===== config.mk =====
export PLATFORM = sky130hd
export DESIGN_NAME = or_input_debouncer
export DESIGN_NICKNAME = d
export VERILOG_FILES = /design/src/rtl/or_input_debouncer.sv
export SDC_FILE = /design/constraint.sdc
export NUM_CORES = 1
export LEC_CHECK = 0
export CAP_MARGIN = 25
export CORE_AREA = 8 8 45 47
export CTS_CLUSTER_DIAMETER = 30
export DETAILED_ROUTE_END_ITERATION = 6
export DIE_AREA = 0 0 53 55
export PLACE_DENSITY_LB_ADDON = 0.1
export SLEW_MARGIN = 20
export SYNTH_ARGS = -nofsm -noshare
export SYNTH_HDL_FRONTEND = slang
export SYNTH_HIERARCHICAL = 1
export SYNTH_SLANG_ARGS = --single-unit

===== constraint.sdc =====
create_clock -name clk -period 1.55 [get_ports clk]
set_clock_uncertainty 0.15 [all_clocks]
set_input_delay 0.155 -clock clk [delete_from_list [all_inputs] [get_ports clk]]
set_output_delay 0.155 -clock clk [all_outputs]
set_load 0.005 [all_outputs]

===== src/rtl/or_input_debouncer.sv =====
// Two-channel synchronizer/debouncer feeding the a and b inputs of a two-input OR gate.
// Each channel filters its raw asynchronous input and emits registered level and edge pulses.

module or_input_debouncer_channel #(
    parameter int STABLE_CYCLES = 4
) (
    input  logic clk,
    input  logic rst,
    input  logic raw,
    output logic level,
    output logic rise,
    output logic fall
);

    localparam int CW = $clog2(STABLE_CYCLES + 1);
    localparam logic [CW-1:0] LAST_COUNT = CW'(STABLE_CYCLES - 1);

    logic          s1;
    logic          s2;
    logic [CW-1:0] cnt;

    // A new level is accepted only after s2 has disagreed with it for STABLE_CYCLES
    // consecutive edges; any return to the current level restarts the count.
    always_ff @(posedge clk) begin
        if (rst) begin
            s1    <= 1'b0;
            s2    <= 1'b0;
            cnt   <= '0;
            level <= 1'b0;
            rise  <= 1'b0;
            fall  <= 1'b0;
        end else begin
            s1   <= raw;
            s2   <= s1;
            rise <= 1'b0;
            fall <= 1'b0;
            if (s2 == level) begin
                cnt <= '0;
            end else if (cnt == LAST_COUNT) begin
                level <= s2;
                cnt   <= '0;
                rise  <= s2;
                fall  <= ~s2;
            end else begin
                cnt <= cnt + 1'b1;
            end
        end
    end

endmodule

module or_input_debouncer #(
    parameter int STABLE_CYCLES = 4
) (
    input  logic clk,
    input  logic rst,
    input  logic a_raw,
    input  logic b_raw,
    output logic a,
    output logic b,
    output logic a_rise,
    output logic a_fall,
    output logic b_rise,
    output logic b_fall
);

    // Channels share nothing but the clock and reset.
    or_input_debouncer_channel #(
        .STABLE_CYCLES(STABLE_CYCLES)
    ) u_chan_a (
        .clk  (clk),
        .rst  (rst),
        .raw  (a_raw),
        .level(a),
        .rise (a_rise),
        .fall (a_fall)
    );

    or_input_debouncer_channel #(
        .STABLE_CYCLES(STABLE_CYCLES)
    ) u_chan_b (
        .clk  (clk),
        .rst  (rst),
        .raw  (b_raw),
        .level(b),
        .rise (b_rise),
        .fall (b_fall)
    );

endmodule


======== After elaboration in Yosys (flattened, before gate mapping) ========
Index checks and enable logic that the tools add are counted.
word-level totals
  word-level logic and storage cells ...... 30
  register bits ........................... 16
  input port bits ......................... 4
  memories ................................ 0
  latch bits .............................. 0
  bits in read-only memories .............. 0
  bits in writable memories ............... 0
  output and inout port bits .............. 6
cells by class
  shifts and indexed selects .............. 0
  equality and inequality tests ........... 4
  $mul .................................... 0
  magnitude comparators ................... 0
  reductions and logical operators ........ 6
  multiplexer cells ....................... 0
  divide/modulo/power cells ............... 0
  bitwise logic cells ..................... 6
  $add $sub $neg .......................... 2
operator list
  kind                                                             count
  3-bit OR reduction                                               4
  3-bit by 1-bit adder with 3-bit output, second input constant    2
  3-bit by 2-bit == test with 1-bit output, second input constant  2
  1-bit inverter                                                   6
  2-bit AND reduction                                              2
  1-bit == test                                                    2

======== Depth between registers and ports, before layout ========
Gate-level depths: netlist (run 1).
  depth in word-level cells ............... 3
  gate-level depth with buffers ........... 4
  gate-level depth less buffers ........... 4

======== By module ========
Netlist (run 1), hierarchy kept.
modules (own cells, without submodules)
  module                      cells an instance  instances  seq. area each (sq um)  area each (sq um)
  or_input_debouncer_channel  21                 2          160.2                   276.5

======== Worst setup path before layout (run 1) ========
No wires, ideal clock.
  path kind ............................... reg-to-reg
  start point ............................. reg u_chan_a.cnt[0]
  end point ............................... reg u_chan_a.fall
  data required time ...................... 1.283 ns
  arrival time ............................ 0.938 ns
  path buffers ............................ 0
  stages on the path, launching flop included .. 4
  period minus slack after synthesis ...... 1.205 ns
  setup slack ............................. 0.345 ns
  library setup time ...................... 0.117 ns
  cell sequence ........................... dfxtp_1 > ha_1 > ha_1 > and4bb_2
between the ends
  longest elaborated chain between the ends .. 3
RTL lines
  element                                   RTL line  RTL
  from (decl)                               20        logic [CW-1:0] cnt;
  from (signal assigned)                    45        cnt <= cnt + 1'b1;
  3-bit by 2-bit == test with 1-bit output  39        end else if (cnt == LAST_COUNT) begin
  1-bit inverter (no source line)           --
  3-bit OR reduction (no source line)       --
  to (signal assigned)                      43        fall <= ~s2;
  to (decl)                                 12        output logic fall
No other way between the ends.
A chain may end at the register's enable or synchronous reset.

======== Worst setup path after layout (run 1) ========
  start point ............................. reg u_chan_a.level
  end point ............................... out a
RTL lines
  element                 RTL line  RTL
  from (decl)             10        output logic level,
  from (signal assigned)  29        level <= 1'b0;
  from (signal assigned)  40        level <= s2;
  to (decl)               59        output logic a,
No word-level cell between the ends.

==> results of run 1 <==
report_power, final:
part | total, mW | switching [mW] | internal, mW
Sequential | 0.421 | 0.00370 | 0.417
Combinational | 0.0255 | 0.0104 | 0.0151
Clock | 0.204 | 0.114 | 0.0900
Total | 0.650 | 0.128 | 0.522
routing by layer:
layer | track usage (%) | wire length (um)
met2 | 11.9 | 464
met3 | 3.21 | 28
met5 | 0 | 0
met4 | 7.76 | 25
met1 | 7.11 | 390
metrics by stage:
stage               utilization (%)  cell area (um^2)  hold slack (ps)  total power, mW
detailed placement             48.5               671              286            0.456
global placement               48.5               671              267            0.454
floorplan                         -               553             76.6            0.439
finish                         50.3               696              281            0.650
global route                   50.3               696              274            0.692
CTS                            50.1               693              272            0.661
worst min path at each step:
stage | cells after the start | to
after floorplan | 1 | u_chan_a/s1
after global routing | 2 | u_chan_a/s1
after detailed placement | 1 | u_chan_b/s2
final | 2 | u_chan_a/s1
after CTS | 2 | u_chan_a/s1
after global placement | 1 | u_chan_a/cnt[0]
cells in the mapped netlist (all sizes together):
master and count:
and4bb 4, dfxtp 16, ha 4, inv 2, mux2i 2, nor2 2
nor2b 4, nor4 4, nor4b 2, xnor2 2
registers in the layout, indices dropped and copies added, names as in the netlist:
register	flops
u_chan_b/rise	1
u_chan_b/s2	1
u_chan_a/s2	1
u_chan_a/fall	1
u_chan_b/fall	1
u_chan_a/level	1
u_chan_b/level	1
u_chan_b/s1	1
u_chan_a/cnt	3
u_chan_a/s1	1
u_chan_b/cnt	3
u_chan_a/rise	1
cell families after synthesis:
family | share of synthesized area [%]
simple gates | 24.9
fa+ha+maj | 9.05
mux | 3.62
flops | 57.9
buf+inv | 1.36
xor+xnor | 3.17
final cells by class:
cell class	instances	area, um^2	area share [%]
Clock buffer	3	22.5	3.24
Sequential cell	16	323	46.4
Timing Repair Buffer	10	97.6	14.0
Multi-Input combinational cell	24	225	32.4
Tap cell	16	20.0	2.88
Inverter	2	7.51	1.08
==> flow_metrics.env, run 1 <==
export IMPL_ys_seq_elements=16
export IMPL_gr_total_overflow=0
export IMPL_critical_path_top_delay_family="buffers and inverters"
export IMPL_layout_common_cells="dfxtp_1 (14), clkdlybuf4s50_1 (9)"
export IMPL_fin_ws_ps=87.6
export IMPL_clock_latency_ps=270
export IMPL_cts_tree="yes"
export IMPL_ys_types=10
export IMPL_syn_inst=42
export IMPL_syn_to_final_growth_pct=25.8
export IMPL_slowest_delay_ps=510
export IMPL_pre_cts_ws_ps=131
export IMPL_grt_start_max_net_pins=12
export IMPL_slew_violations=0
export IMPL_vias_per_cell=4.93
export IMPL_critPathBufInv=1
export IMPL_crit_cells=1
export IMPL_pin_count=10
export IMPL_diodes=0
export IMPL_crit_chain="clkdlybuf4s50_1"
export IMPL_initial_core_util_pct=40.0
export IMPL_cts_sinks=16
export IMPL_path_class="flop to output port"
export IMPL_final_common_cell="dfxtp_1"
export IMPL_cts_max_level=1
export IMPL_dr_first_iter_drc_count=4
export IMPL_ys_seq_area_share_pct=57.9
export IMPL_globalRouteTotalUtil_pct=7.53
export IMPL_yosysWarnings=6
export IMPL_core_area_um2=1380
export IMPL_gp_congestion=0.610
export IMPL_cts_made_buffers=3
export IMPL_fin_crit_sh_pct=94.4
export IMPL_fill_cells=125
export IMPL_route_detailed_drc=0
export IMPL_ff2ff_setup_slack_ps=230
export IMPL_timing_fmax_mhz=684
export IMPL_layout_drive_gt1_share_pct=21.8
export IMPL_drtAntennaViolNets=0
export IMPL_r2r_end="u_chan_b/cnt[0]"
export IMPL_rsz0062_at_grt="no"
export IMPL_die_area_um2=2920
export IMPL_synthTopCellsByArea="dfxtp_1 (58%), and4bb_2 (9.0%), ha_1 (9.0%)"
export IMPL_rows=14
export IMPL_synth_nets=50
export IMPL_routed_wl_um=909
export IMPL_finalNonFillerCells=71
export IMPL_p_per_area_nw_per_um2=935
export IMPL_post_cts_buffers=0
export IMPL_syn_area_um2=553
export IMPL_grt_pass1_vias=383
export IMPL_rr_worst_depth=3
export IMPL_wl_per_cell_um=12.8
export IMPL_cp_slowest_cell="clkdlybuf4s50_1"
export IMPL_maxCapViolations=0
export IMPL_hold_viol=0
export IMPL_hold_buffers=0
export IMPL_p_leak_nw=0.253
export IMPL_synth_top_area_share_pct=57.9
export IMPL_final_setup_tns_ps=0
export IMPL_vias=350
export IMPL_antenna_found_initial=0
export IMPL_dp_hpwl_um=700
export IMPL_cp_end_kind="output port"
export IMPL_cts_resized_gates=0
export IMPL_io_buffers=9
export IMPL_maxSlewHeadroom_pct=74.5
export IMPL_worst_path_max_fanout=5
export IMPL_crit_start="u_chan_a/level"
export IMPL_status="finished, final reports clean"
export IMPL_irDropWorstVdd_mv=0.632
export IMPL_cp_start_kind="flop"
export IMPL_critical_path_required_ps=1240
export IMPL_firstDrtPassIters=2
export IMPL_die_height_um=55
export IMPL_clock_path_buffers=2
export IMPL_holdCritStartpoint="a_raw"
export IMPL_yosys_area_top_type="dfxtp_1"
export IMPL_clk_pin_slew_worst_paths_ps=80
export IMPL_syn_avg_cell_area_um2=13.2
export IMPL_endpoint="a"
export IMPL_place_inst=68
export IMPL_hp_class="primary input to flop"
export IMPL_r2r_start="u_chan_b/cnt[0]"
export IMPL_grt_pass1_wl_um=1520
export IMPL_arrival_ps=1160
export IMPL_setup_viol=0
export IMPL_nNetsFinal=65
export IMPL_fin_crit_ps=1460
export IMPL_root_buffer="clkbuf_4"
export IMPL_tightest_slew_ps=382
export IMPL_die_x_um=53
Note: power is estimated with default switching activity, not from simulation.
==> run 2, diff against run 1 <==
==> constraint.sdc (replaced) <==
create_clock -name clk -period 1.8 [get_ports clk]
set_clock_uncertainty 0.15 [all_clocks]
set_input_delay 0.18 -clock clk [delete_from_list [all_inputs] [get_ports clk]]
set_output_delay 0.18 -clock clk [all_outputs]
set_load 0.005 [all_outputs]
==> run 2 against run 1 <==
Critical path depth is the same. Setup slack gained 160 ps. Sequential share of layout area shrank 1.1 points. Die area is the same. Critical path type unchanged.
==> flow_metrics.env, run 2 (synthesis results as in run 1) <==
export IMPL_firstDrtPassIters=4
export IMPL_critical_path_required_ps=1470
export IMPL_critical_path_top_delay_family="buffers and inverters"
export IMPL_setup_viol=0
export IMPL_cts_tree="yes"
export IMPL_hold_viol=0
export IMPL_die_area_um2=2920
export IMPL_hold_buffers=0
export IMPL_rows=14
export IMPL_maxCapViolations=0
export IMPL_critPathBufInv=1
export IMPL_rsz0062_at_grt="no"
export IMPL_routed_wl_um=966
export IMPL_clock_latency_ps=280
export IMPL_slowest_delay_ps=540
export IMPL_layout_drive_gt1_share_pct=19.6
export IMPL_wl_per_cell_um=13.4
export IMPL_clk_pin_slew_worst_paths_ps=90
export IMPL_cts_resized_gates=0
export IMPL_die_height_um=55
export IMPL_pin_count=10
export IMPL_fin_util_pct=51.1
export IMPL_vias=355
export IMPL_reg_top3="u_chan_a/cnt x3, u_chan_b/cnt x3"
export IMPL_timing_fmax_mhz=644
export IMPL_cts_made_buffers=3
export IMPL_fin_crit_ps=1550
export IMPL_cp_end_kind="output port"
export IMPL_tightest_slew_ps=306
export IMPL_globalRouteTotalUtil_pct=7.92
export IMPL_clock_path_buffers=2
export IMPL_arrival_ps=1220
export IMPL_root_buffer="clkbuf_4"
export IMPL_grt_pass1_wl_um=1660
export IMPL_pre_cts_ws_ps=303
export IMPL_antenna_found_initial=0
export IMPL_hp_class="primary input to flop"
export IMPL_initial_core_util_pct=40.0
export IMPL_route_detailed_drc=0
export IMPL_placed_area_um2=671
export IMPL_drtAntennaViolNets=0
export IMPL_cts_max_level=1
export IMPL_final_common_cell="dfxtp_1"
export IMPL_die_x_um=53
export IMPL_layout_common_cells="dfxtp_1 (16), clkdlybuf4s50_1 (9)"
export IMPL_gr_total_overflow=0
export IMPL_slew_violations=0
export IMPL_vias_per_cell=4.93
export IMPL_irDropWorstVdd_mv=0.423
export IMPL_fin_ws_ps=248
export IMPL_dr_first_iter_drc_count=5
export IMPL_path_class="flop to output port"
export IMPL_p_per_area_nw_per_um2=865
export IMPL_final_setup_tns_ps=0
export IMPL_diodes=0
export IMPL_io_buffers=9
export IMPL_post_cts_buffers=0
export IMPL_gp_congestion=0.631
export IMPL_grt_start_max_net_pins=10
export IMPL_maxSlewHeadroom_pct=79.5
export IMPL_cp_slowest_cell="clkdlybuf4s50_1"
export IMPL_status="finished, final reports clean"
export IMPL_syn_to_final_growth_pct=27.8
export IMPL_cp_start_kind="flop"
export IMPL_core_area_um2=1380
export IMPL_p_leak_nw=0.259
export IMPL_grt_pass1_vias=421
export IMPL_dp_hpwl_um=720
export IMPL_crit_chain="clkdlybuf4s50_1"
export IMPL_fin_crit_sh_pct=86.2
export IMPL_cts_sinks=16
export IMPL_worst_path_max_fanout=5
export IMPL_design_area_um2=707
export IMPL_nNetsFinal=65
-- run 2: layout make-up --
| type | instances | area [um^2] |
|---|---|---|
| Tap cell | 16 | 20.0 |
| Clock buffer | 4 | 36.3 |
| Timing Repair Buffer | 10 | 97.6 |
| Sequential cell | 16 | 320 |
| Inverter | 2 | 7.51 |
| Fill cell | 130 | 677 |
| Multi-Input combinational cell | 24 | 225 |
-- run 2: metal layers --
metal | GRT usage, % | part of all wire (%) | up-vias
met4 | 6.47 | 0.93 | 0
met1 | 7.26 | 42 | 171
li1 | - | - | 178
met3 | 3.21 | 2.5 | 2
met2 | 13.7 | 55 | 4
met5 | 0 | 0 | -
-- run 2: final timing paths --
check | endpoint | cells after the start | slack [ps] | from
worst max-delay path | b | 1 | 250 | u_chan_b/level
worst min-delay path | u_chan_a/s1 | 2 | 300 | a_raw
worst max register to register | u_chan_b/level | 4 | 470 | u_chan_b/cnt[0]
worst min register to register | u_chan_a/cnt[0] | 1 | 300 | u_chan_a/cnt[0]
-- run 2: metrics by stage --
step / cells / hold slack (ps) / total power, mW
after floorplan: 42 / 102 / 0.378
after global placement: 68 / 272 / 0.391
after detailed placement: 68 / 285 / 0.393
after CTS: 72 / 293 / 0.627
after global routing: 72 / 297 / 0.648
final: 72 / 303 / 0.612
-- run 2: where the power goes --
part	switching, mW	internal, mW
registers	0.00333	0.359
clock network	0.105	0.123
logic	0.00879	0.0130
==> run 3, diff against run 2 <==
--- a/config.mk
+++ b/config.mk
@@ -11,6 +11,7 @@
 export DETAILED_ROUTE_END_ITERATION = 6
 export DIE_AREA = 0 0 53 55
 export PLACE_DENSITY_LB_ADDON = 0.1
+export SKIP_LAST_GASP = 1
 export SLEW_MARGIN = 20
 export SYNTH_ARGS = -nofsm -noshare
 export SYNTH_HDL_FRONTEND = slang
==> results of run 3 <==
No change in the layout: final DEF, timing and power equal those of run 2.
